`src/rtl/ccx_arb_pkg.sv`:
```
// Shared definitions for the CCX memory arbiter: owner and state encodings
// and the default shared-port geometry.
package ccx_arb_pkg;

  localparam int unsigned CCX_AW = 39;
  localparam int unsigned CCX_DW = 64;
  localparam int unsigned CCX_SW = 8;

  // Owner of the shared port; also the value driven on ccx_rtype
  localparam logic OWN_INSTR = 1'b0;
  localparam logic OWN_DATA  = 1'b1;

  typedef enum logic {
    ST_IDLE = 1'b0,
    ST_BUSY = 1'b1
  } arb_state_e;

endpackage

```
`src/rtl/ccx_arb_pick.sv`:
```
// Combinational winner select for the CCX memory arbiter.
// Build option: CCX_ARB_RR_EN selects round-robin between the two ports when
// both request; otherwise data always beats instruction.
module ccx_arb_pick
  import ccx_arb_pkg::*;
(
  input  logic imem_req,
  input  logic dmem_req,
  input  logic last_owner,
  output logic any_req,
  output logic winner
);

  assign any_req = imem_req | dmem_req;

`ifdef CCX_ARB_RR_EN
  // Contended cycles go to the port that did not win last time
  always_comb begin
    winner = OWN_INSTR;
    if (imem_req && dmem_req) begin
      winner = ~last_owner;
    end else if (dmem_req) begin
      winner = OWN_DATA;
    end
  end
`else
  // last_owner only matters for round-robin builds
  logic unused_last_owner;
  assign unused_last_owner = last_owner;

  // Fixed priority: data over instruction
  always_comb begin
    winner = dmem_req ? OWN_DATA : OWN_INSTR;
  end
`endif

endmodule

```
`src/rtl/ccx_mem_arbiter.sv`:
```
// Shares the single CCX memory port between instruction fetch and data
// requesters. One transaction outstanding at a time; the winner's request
// fields are registered onto ccx_* and the response pulse is steered back to
// the owner. Build option: CCX_ARB_RR_EN (round-robin arbitration, see
// ccx_arb_pick).
module ccx_mem_arbiter
  import ccx_arb_pkg::*;
#(
  parameter int unsigned AW = CCX_AW,
  parameter int unsigned DW = CCX_DW
) (
  input  logic              g_clk,
  input  logic              g_reset,
  // Instruction requester
  input  logic              imem_req,
  input  logic [AW-1:0]     imem_addr,
  output logic              imem_gnt,
  output logic              imem_err,
  output logic [DW-1:0]     imem_rdata,
  // Data requester
  input  logic              dmem_req,
  input  logic [AW-1:0]     dmem_addr,
  input  logic              dmem_wen,
  input  logic [CCX_SW-1:0] dmem_strb,
  input  logic [DW-1:0]     dmem_wdata,
  output logic              dmem_gnt,
  output logic              dmem_err,
  output logic [DW-1:0]     dmem_rdata,
  // Shared port towards the CCX-to-AXI4-Lite bridge
  output logic              ccx_req,
  output logic              ccx_rtype,
  output logic [AW-1:0]     ccx_addr,
  output logic              ccx_wen,
  output logic [CCX_SW-1:0] ccx_strb,
  output logic [DW-1:0]     ccx_wdata,
  input  logic              ccx_gnt,
  input  logic              ccx_err,
  input  logic [DW-1:0]     ccx_rdata
);

  arb_state_e state_q;
  logic       owner_q;
  logic       last_owner_q;
  logic       any_req;
  logic       winner;

  ccx_arb_pick u_pick (
    .imem_req   (imem_req),
    .dmem_req   (dmem_req),
    .last_owner (last_owner_q),
    .any_req    (any_req),
    .winner     (winner)
  );

  // Issue FSM; ccx_* are registered and only change when leaving IDLE
  always_ff @(posedge g_clk or posedge g_reset) begin
    if (g_reset) begin
      state_q      <= ST_IDLE;
      owner_q      <= OWN_INSTR;
      last_owner_q <= OWN_INSTR;
      ccx_req      <= 1'b0;
      ccx_rtype    <= 1'b0;
      ccx_addr     <= '0;
      ccx_wen      <= 1'b0;
      ccx_strb     <= '0;
      ccx_wdata    <= '0;
    end else begin
      case (state_q)
        ST_IDLE: begin
          // A stray ccx_gnt here is ignored by construction
          if (any_req) begin
            ccx_req      <= 1'b1;
            owner_q      <= winner;
            last_owner_q <= winner;
            state_q      <= ST_BUSY;
            if (winner == OWN_DATA) begin
              ccx_rtype <= OWN_DATA;
              ccx_addr  <= dmem_addr;
              ccx_wen   <= dmem_wen;
              ccx_strb  <= dmem_strb;
              ccx_wdata <= dmem_wdata;
            end else begin
              ccx_rtype <= OWN_INSTR;
              ccx_addr  <= imem_addr;
              ccx_wen   <= 1'b0;
              ccx_strb  <= '0;
              ccx_wdata <= '0;
            end
          end
        end
        ST_BUSY: begin
          // Dropping ccx_req for the IDLE cycle keeps the bridge from reissuing
          if (ccx_gnt) begin
            ccx_req <= 1'b0;
            state_q <= ST_IDLE;
          end
        end
        default: state_q <= ST_IDLE;
      endcase
    end
  end

  // Response pulse goes only to the current owner; data/err are shared wires
  assign imem_gnt   = (state_q == ST_BUSY) && ccx_gnt && (owner_q == OWN_INSTR);
  assign dmem_gnt   = (state_q == ST_BUSY) && ccx_gnt && (owner_q == OWN_DATA);
  assign imem_err   = ccx_err;
  assign dmem_err   = ccx_err;
  assign imem_rdata = ccx_rdata;
  assign dmem_rdata = ccx_rdata;

endmodule
```
`config.mk`:
```
export PLATFORM = sky130hd
export DESIGN_NAME = ccx_mem_arbiter
export DESIGN_NICKNAME = d
export VERILOG_FILES = /design/src/rtl/ccx_arb_pkg.sv /design/src/rtl/ccx_arb_pick.sv /design/src/rtl/ccx_mem_arbiter.sv
export SDC_FILE = /design/constraint.sdc
export NUM_CORES = 1
export LEC_CHECK = 0
export CAP_MARGIN = 20
export CORE_AREA = 2 2 184 186
export CTS_CLUSTER_DIAMETER = 150
export DETAILED_ROUTE_END_ITERATION = 12
export DIE_AREA = 0 0 186 188
export MAX_ROUTING_LAYER = met4
export PLACE_DENSITY_LB_ADDON = 0.25
export SLEW_MARGIN = 0
export SYNTH_ARGS = -nofsm -noshare
export SYNTH_HDL_FRONTEND = slang
export SYNTH_SLANG_ARGS = --single-unit
export TNS_END_PERCENT = 30
```
`constraint.sdc`:
```
create_clock -name g_clk -period 4.31 [get_ports g_clk]
set_input_delay 0.431 -clock g_clk [delete_from_list [all_inputs] [get_ports g_clk]]
set_output_delay 0.431 -clock g_clk [all_outputs]
set_load 0.1 [all_outputs]
```
-- After elaboration in Yosys (flattened, before gate mapping)
Index checks and enable logic that the tools add are counted.
- eq/ne operators: 2
- multiplexer cells: 12
- bitwise operators: 3
- reductions and logical operators: 5
- operator list (kind ; number):
    two-way mux 64 bit ; 1
    two-way mux 39 bit ; 1
    two-way mux 8 bit ; 1
    two-way mux 1 bit ; 7
    inequality test 2 bit (second input constant) ; 2
    one-hot mux 1 bit (2 select lines) ; 2
    AND reduction 2 bit ; 2
    logical AND 1 bit ; 3
    inverter 1 bit ; 2
    OR 1 bit ; 1
- register bits after elaboration: 116
- input port bits: 221
- output and inout bits: 246
- logic and storage cells: 30

-- Logic depth before layout (Yosys ltp)
Gate-level depths: netlist (run 1).
- word-level depth: 3
- depth in mapped cells: 6
- gate-level depth less buffers: 3

-- Modules after synthesis
Synthesis (run 1) repeated with hierarchy kept, for this count alone.
- cell total of the unflattened synthesis: 580
- area total of the unflattened synthesis: 6613.8 um^2
- modules (own cells, without submodules) (module ; instances ; cells each ; area an instance (um^2) ; sequential area each (um^2)):
    ccx_mem_arbiter ; 1 ; 578 ; 6600.1 ; 2877.8
    ccx_arb_pick ; 1 ; 2 ; 13.8 ; 0.0

-- Least setup slack after synthesis (run 1)
No wires, ideal clock.
- path type: reg-to-output
- start point: register, netlist name ccx_rtype
- end point: output imem_gnt
- arrival: 2163 ps
- data required time: 3879 ps
- slack: 1716 ps
- stages on the path, launching flop included: 2
- buffers on the path: 0
- path through: dfrtp_1 > nor2_1
- RTL lines (item ; RTL line ; RTL):
    end, declared ; ccx_mem_arbiter.sv:17 ; output logic imem_gnt,

-- Worst setup path in the final report (run 1)
- start point: register state_q
- end point: output imem_gnt
- cells in the longest elaborated chain, start to end: 2
- ends and longest elaborated chain (item ; RTL line ; RTL):
    start, declared ; ccx_mem_arbiter.sv:41 ; arb_state_e state_q;
    start signal, assigned ; ccx_mem_arbiter.sv:58 ; state_q <= ST_IDLE;
    start signal, assigned ; ccx_mem_arbiter.sv:75 ; state_q <= ST_BUSY;
    start signal, assigned ; ccx_mem_arbiter.sv:95 ; state_q <= ST_IDLE;
    logical AND 1 bit (2 in series) ; ccx_mem_arbiter.sv:104 ; assign imem_gnt = (state_q == ST_BUSY) && ccx_gnt && (owner_q == OWN_INSTR);
No other way between the ends.

==> results.sh, run 1 <==
export IMPL_max_stage_delay_ns=1.15
export IMPL_p_leak_uw=0.00331
export IMPL_wl_met1_um=7250
export IMPL_cp_arrival_ns=2.82
export IMPL_ys_warn_count=0
export IMPL_cts_tree="built"
export IMPL_powerDensity_nw_per_um2=646
export IMPL_irDropWorstVdd_mv=0.275
export IMPL_viasPerCell=3.90
export IMPL_critPathRequiredTime_ns=3.88
export IMPL_hpwlAfterDp_um=12100
export IMPL_critPathTopFamily="buffers and inverters"
export IMPL_track_usage=0.102
export IMPL_slew_headroom=0.314
export IMPL_wl_per_cell_um=16.1
export IMPL_critPathCapture="imem_gnt"
export IMPL_highest_layer="met4"
export IMPL_cts_hold_fix_buffers=0
export IMPL_finalClockSkew_ns=0.00801
export IMPL_cts_resized=0
export IMPL_critPathMaxFanout=23
export IMPL_synthCells=510
export IMPL_drc=0
export IMPL_wirelength_um=17700
export IMPL_h_tree_depth=4
export IMPL_rsz0062_at_grt="false"
export IMPL_grt_pass1_vias=4383
export IMPL_power_total_uw=5390
export IMPL_grt_first_pass_wirelength_um=25900
export IMPL_hp_class="input pin to flop"
export IMPL_crit_type="flop to output pin"
export IMPL_crit_slowest_cell="clkdlybuf4s50_1"
export IMPL_startpoint_type="flop"
export IMPL_cts_setup_buffers=0
export IMPL_grt_max_degree=74
export IMPL_fp_row_count=67
export IMPL_worst_r2r_cell_count=5
export IMPL_start_util=0.170
export IMPL_hold_viol=0
export IMPL_dieArea_sq_um=35000
export IMPL_grt_ovfl_total=0
export IMPL_placement_io_buffers=271
export IMPL_period_needed_ns=3.25
export IMPL_clockRootBuffer="clkbuf_16"
export IMPL_worst_setup_path_end_kind="output pin"
export IMPL_path_buf_inv=1
export IMPL_area_delta_synth_final_pct=48.5
export IMPL_cts_inserted_buffers=17
export IMPL_finalSetupViolCount=0
export IMPL_min_period_over_period=0.755
export IMPL_synth_seq_cells=115
export IMPL_clkSlewWorstSetupHoldPaths_ns=0.06
export IMPL_worstReg2RegEnd="ccx_wdata[11]"
export IMPL_crit_chain="nand2_1, nor2_1, clkdlybuf4s50_1"
export IMPL_ioPinCount=467
export IMPL_drt_first_pass_iters=4
export IMPL_reg2reg_from="state_q"
export IMPL_slew_viol_final=0
export IMPL_final_layout_size_suffix_gt1_frac=0.0645
export IMPL_numClockSinks=115
export IMPL_syn_num_nets=731
export IMPL_core_area_sq_um=33100
export IMPL_diodes=0
export IMPL_synth_area_per_cell_sq_um=11.0
export IMPL_drv_cap=0
export IMPL_ff2ff_setup_slack_ns=1.34
export IMPL_nNetsFinal=860
export IMPL_synthDistinctLibCells=24
export IMPL_grt_antenna_before_repair=0
export IMPL_outcome="completed"
export IMPL_worstSetupPathDepth=3
export IMPL_tns_ns=0
export IMPL_crit_start="state_q"
export IMPL_clock_latency_ns=0.42
export IMPL_place_congestion=0.676
export IMPL_worst_pin_slew_ns=1.03
export IMPL_clock_tree_buffer_depth=2
export IMPL_dr_wl_met3_um=2050
export IMPL_vias=4288
export IMPL_synthesis_area_sq_um=5620
export IMPL_antenna_left=0
export IMPL_first_iter_violations=158
export IMPL_die_h_um=188
export IMPL_ys_seq_area_frac=0.512
export IMPL_max_freq_mhz=307
export IMPL_wl_met2_um=7900
export IMPL_die_w_um=186
placed cells by master, fill, tap and decap left out:
| cell | n |
|---|---|
| o21ba_4 | 1 |
| nand2_1 | 3 |
| and3_1 | 1 |
| nor2b_4 | 1 |
| buf_12 | 2 |
| nand2b_1 | 2 |
| buf_2 | 1 |
| clkinv_2 | 5 |
| clkinv_4 | 2 |
| clkinv_1 | 1 |
| a22o_1 | 73 |
| o22ai_1 | 17 |
| dfrtp_1 | 115 |
| nand2b_4 | 1 |
| nand2_2 | 1 |
| a21oi_1 | 1 |
| or2_1 | 1 |
| inv_4 | 1 |
| o21a_1 | 1 |
| buf_4 | 3 |
| nor3_1 | 44 |
| inv_6 | 1 |
| clkdlybuf4s50_1 | 270 |
| nor3b_1 | 22 |
| o32ai_1 | 17 |
| bufinv_16 | 3 |
| nor2_1 | 41 |
| clkbuf_16 | 17 |
| clkinvlp_4 | 3 |
power breakdown:
| group | internal [uW] | switching (uW) |
|---|---|---|
| combinational | 630 | 1890 |
| sequential | 1290 | 136 |
| clock | 902 | 542 |
| total | 2820 | 2570 |
tightest hold or removal path, stage by stage:
cell and delay, ns:
buf_2 0.14, nor3_1 0.07, nor3_1 0.15
metal layers:
layer | up-vias | track usage
met5 | - | -
met4 | 0 | 0.0445
met3 | 41 | 0.0528
met2 | 242 | 0.152
met1 | 2053 | 0.114
li1 | 1952 | -
metrics by stage:
step	instances	hold slack, ns	utilization	setup WS [ns]	instance area, sq um
floorplan	510	0.571	-	0.835	5620
detailed placement	1068	0.480	0.234	1.28	7750
CTS	1099	0.388	0.252	1.01	8340
finish	1099	0.420	0.252	1.06	8340
global placement	1068	0.481	0.234	1.26	7750
global route	1099	0.504	0.252	0.864	8340
state kept, by name, summed over array words and instances, names as in the netlist:
register   cells
ccx_req        1
ccx_strb       8
ccx_wen        1
state_q        1
ccx_wdata     64
ccx_addr      39
ccx_rtype      1
kinds of logic (layout without fill, tap and decap cells):
| family | Yosys count | count (layout) | synth area share |
|---|---|---|---|
| buffers and inverters | 168 | 309 | 0.216 |
| AND/OR/NAND/NOR | 117 | 117 | 0.107 |
| flip-flops | 115 | 115 | 0.512 |
| AO/OA/AOI/OAI | 110 | 110 | 0.164 |
how the worst min path moves through the flow:
stage	startpoint	to	slack, ns	cells after the start
final	dmem_req	ccx_addr[21]	0.42	3
after global routing	dmem_req	ccx_addr[21]	0.50	3
after CTS	dmem_req	ccx_addr[21]	0.39	3
after detailed placement	ccx_wdata[4]	ccx_wdata[4]	0.48	1
after global placement	ccx_wdata[30]	ccx_wdata[30]	0.48	1
after floorplan	dmem_strb[0]	ccx_strb[0]	0.57	1
area by class of cell:
class | count | area, sq um
clock inverter | 14 | 164
inverter | 2 | 10.0
tap | 448 | 561
fill | 3503 | 24800
timing repair buffer | 276 | 2770
clock buffer | 17 | 425
sequential | 115 | 2880
multi-input combinational | 227 | 1530
Yosys cell counts:
cell,count,area (sq um)
buf_1,2,7.51
dfrtp_1,115,2880
nand2_1,3,11.3
nand2b_1,2,12.5
o21a_1,1,7.51
and3_1,1,6.26
nand2_2,1,6.26
nor2_1,41,154
buf_4,136,1020
o22ai_1,17,106
or2_1,1,6.26
nor3b_1,22,165
a22o_1,73,639
a21oi_1,1,5.00
buf_2,15,75.1
nand2b_4,1,13.8
clkinv_1,1,3.75
nor2b_1,1,6.26
clkbuf_1,6,22.5
inv_1,1,3.75
o32ai_1,17,149
buf_6,7,78.8
nor3_1,44,220
o21ba_4,1,16.3
(Power assumes the default switching activity.)
==> inputs of run 2 (changes only) <==
==> constraint.sdc (replaced) <==
create_clock -name g_clk -period 3.1 [get_ports g_clk]
set_input_delay 0.31 -clock g_clk [delete_from_list [all_inputs] [get_ports g_clk]]
set_output_delay 0.31 -clock g_clk [all_outputs]
set_load 0.1 [all_outputs]
==> results.sh, run 2 (same netlist as run 1, synthesis figures left out) <==
export IMPL_stdcell_count=1105
export IMPL_hold_depth=3
export IMPL_largest_reg_flops=64
export IMPL_fp_row_count=67
export IMPL_final_common_cell="clkdlybuf4s50_1"
export IMPL_dieArea_sq_um=35000
export IMPL_ff2ff_setup_slack_ns=1.11
export IMPL_core_area_sq_um=33100
export IMPL_track_usage=0.105
export IMPL_period_needed_ns=2.32
export IMPL_cts_resized=0
export IMPL_slew_viol_final=0
export IMPL_wl_per_cell_um=16.3
export IMPL_use_met1=0.121
export IMPL_postLayoutCoreUtil=0.251
export IMPL_worst_setup_path_end_kind="output pin"
export IMPL_top_register="ccx_wdata"
export IMPL_finalClockSkew_ns=0.00562
export IMPL_drc=0
export IMPL_reg2reg_from="state_q"
export IMPL_ioPinCount=467
export IMPL_wirelength_um=18000
export IMPL_start_util=0.170
export IMPL_clockRootBuffer="clkbuf_16"
export IMPL_met2_usage=0.155
export IMPL_outcome="completed"
export IMPL_dpl_worst_slack_ns=0.850
export IMPL_rsz0062_at_grt="false"
export IMPL_grt_ovfl_total=0
export IMPL_die_w_um=186
export IMPL_final_cell_mix="clkdlybuf4s50_1 (242), dfrtp_1 (115), a22o_1 (73)"
export IMPL_grt_pass1_vias=4391
export IMPL_critPathRequiredTime_ns=2.79
export IMPL_max_freq_mhz=432
export IMPL_grt_max_degree=116
export IMPL_hold_viol=0
export IMPL_reg_top3="ccx_wdata x64, ccx_addr x39, ccx_strb x8"
export IMPL_worstReg2RegEnd="ccx_wdata[41]"
export IMPL_cts_tree="built"
export IMPL_hpwlAfterDp_um=12300
export IMPL_area_delta_synth_final_pct=47.9
export IMPL_hp_start="dmem_req"
export IMPL_holdPathEnd="ccx_addr[21]"
export IMPL_h_tree_depth=4
export IMPL_numClockSinks=115
export IMPL_final_layout_size_suffix_gt1_frac=0.114
export IMPL_antenna_left=0
export IMPL_nNetsFinal=864
export IMPL_top_usage_layer="met2"
export IMPL_powerDensity_nw_per_um2=892
export IMPL_worst_r2r_cell_count=4
export IMPL_met3_usage=0.0534
export IMPL_clock_tree_buffer_depth=2
export IMPL_timing_final_ws_setup_ns=0.784
export IMPL_cts_setup_buffers=0
export IMPL_tns_ns=0
export IMPL_slew_headroom=0.332
export IMPL_startpoint_type="flop"
export IMPL_grt_antenna_before_repair=0
export IMPL_drt_first_pass_iters=4
export IMPL_cts_hold_fix_buffers=0
export IMPL_clkSlewWorstSetupHoldPaths_ns=0.06
export IMPL_drv_cap=0
export IMPL_clock_latency_ns=0.43
export IMPL_min_period_over_period=0.747
export IMPL_first_iter_violations=101
export IMPL_cts_inserted_buffers=17
export IMPL_viasPerCell=3.86
export IMPL_place_congestion=0.702
export IMPL_hp_class="input pin to flop"
export IMPL_irDropWorstVdd_mv=0.467
export IMPL_placement_io_buffers=271
export IMPL_critPathMaxFanout=20
export IMPL_crit_type="flop to output pin"
export IMPL_finalSetupViolCount=0
export IMPL_vias=4268
export IMPL_place_inst=1072
export IMPL_grt_first_pass_wirelength_um=26300
export IMPL_cp_arrival_ns=2.01
export IMPL_worst_pin_slew_ns=1.00
export IMPL_p_leak_uw=0.00335
export IMPL_die_h_um=188
==> run 2: final cells by class <==
cell class	count	area, sq um
Sequential cell	115	2880
Fill cell	3503	24800
Timing Repair Buffer	280	2740
Tap cell	448	561
Clock inverter	13	124
Multi-Input combinational cell	227	1530
Inverter	2	11.3
Antenna cell	1	2.50
Clock buffer	19	453
==> run 2: critical path: stages, from the launching register on <==
cell     delay [ns]
dfrtp_1        0.67
buf_4          0.35
and3_1         0.25
buf_4          0.31
==> run 2: worst max path at each step <==
| stage | endpoint | start | slack (ns) | cells past startpoint |
|---|---|---|---|---|
| floorplan | imem_gnt | ccx_rtype | 0.63 | 1 |
| global placement | ccx_wdata[32] | imem_req | 0.88 | 5 |
| CTS | dmem_gnt | state_q | 0.67 | 3 |
| detailed placement | ccx_wdata[41] | imem_req | 0.85 | 5 |
| global route | dmem_gnt | state_q | 0.64 | 3 |
| finish | dmem_gnt | state_q | 0.78 | 3 |
==> run 2: power by group <==
part           internal [uW]  total [uW]  leakage (uW)  switching (uW)
Combinational            857        3490       0.00167            2640
Clock                   1150        1920      0.000277             770
Sequential              1790        1990       0.00140             196
Total                   3800        7400       0.00335            3600
==> run 2: per-layer routing <==
metal  routed length, um  vias to the layer above
li1                    -                     1957
met3                1930                       27
met2                8090                      266
met1                7640                     2018
met5                   0                        -
met4                 362                        0
==> run 2: per-stage QoR <==
step / total power [uW] / hold slack, ns / cell area (sq um)
after global routing: 7730 / 0.320 / 8300
after CTS: 7540 / 0.289 / 8300
after floorplan: 5350 / 0.450 / 5620
after detailed placement: 5530 / 0.481 / 7720
after global placement: 5530 / 0.482 / 7720
final: 7400 / 0.326 / 8300
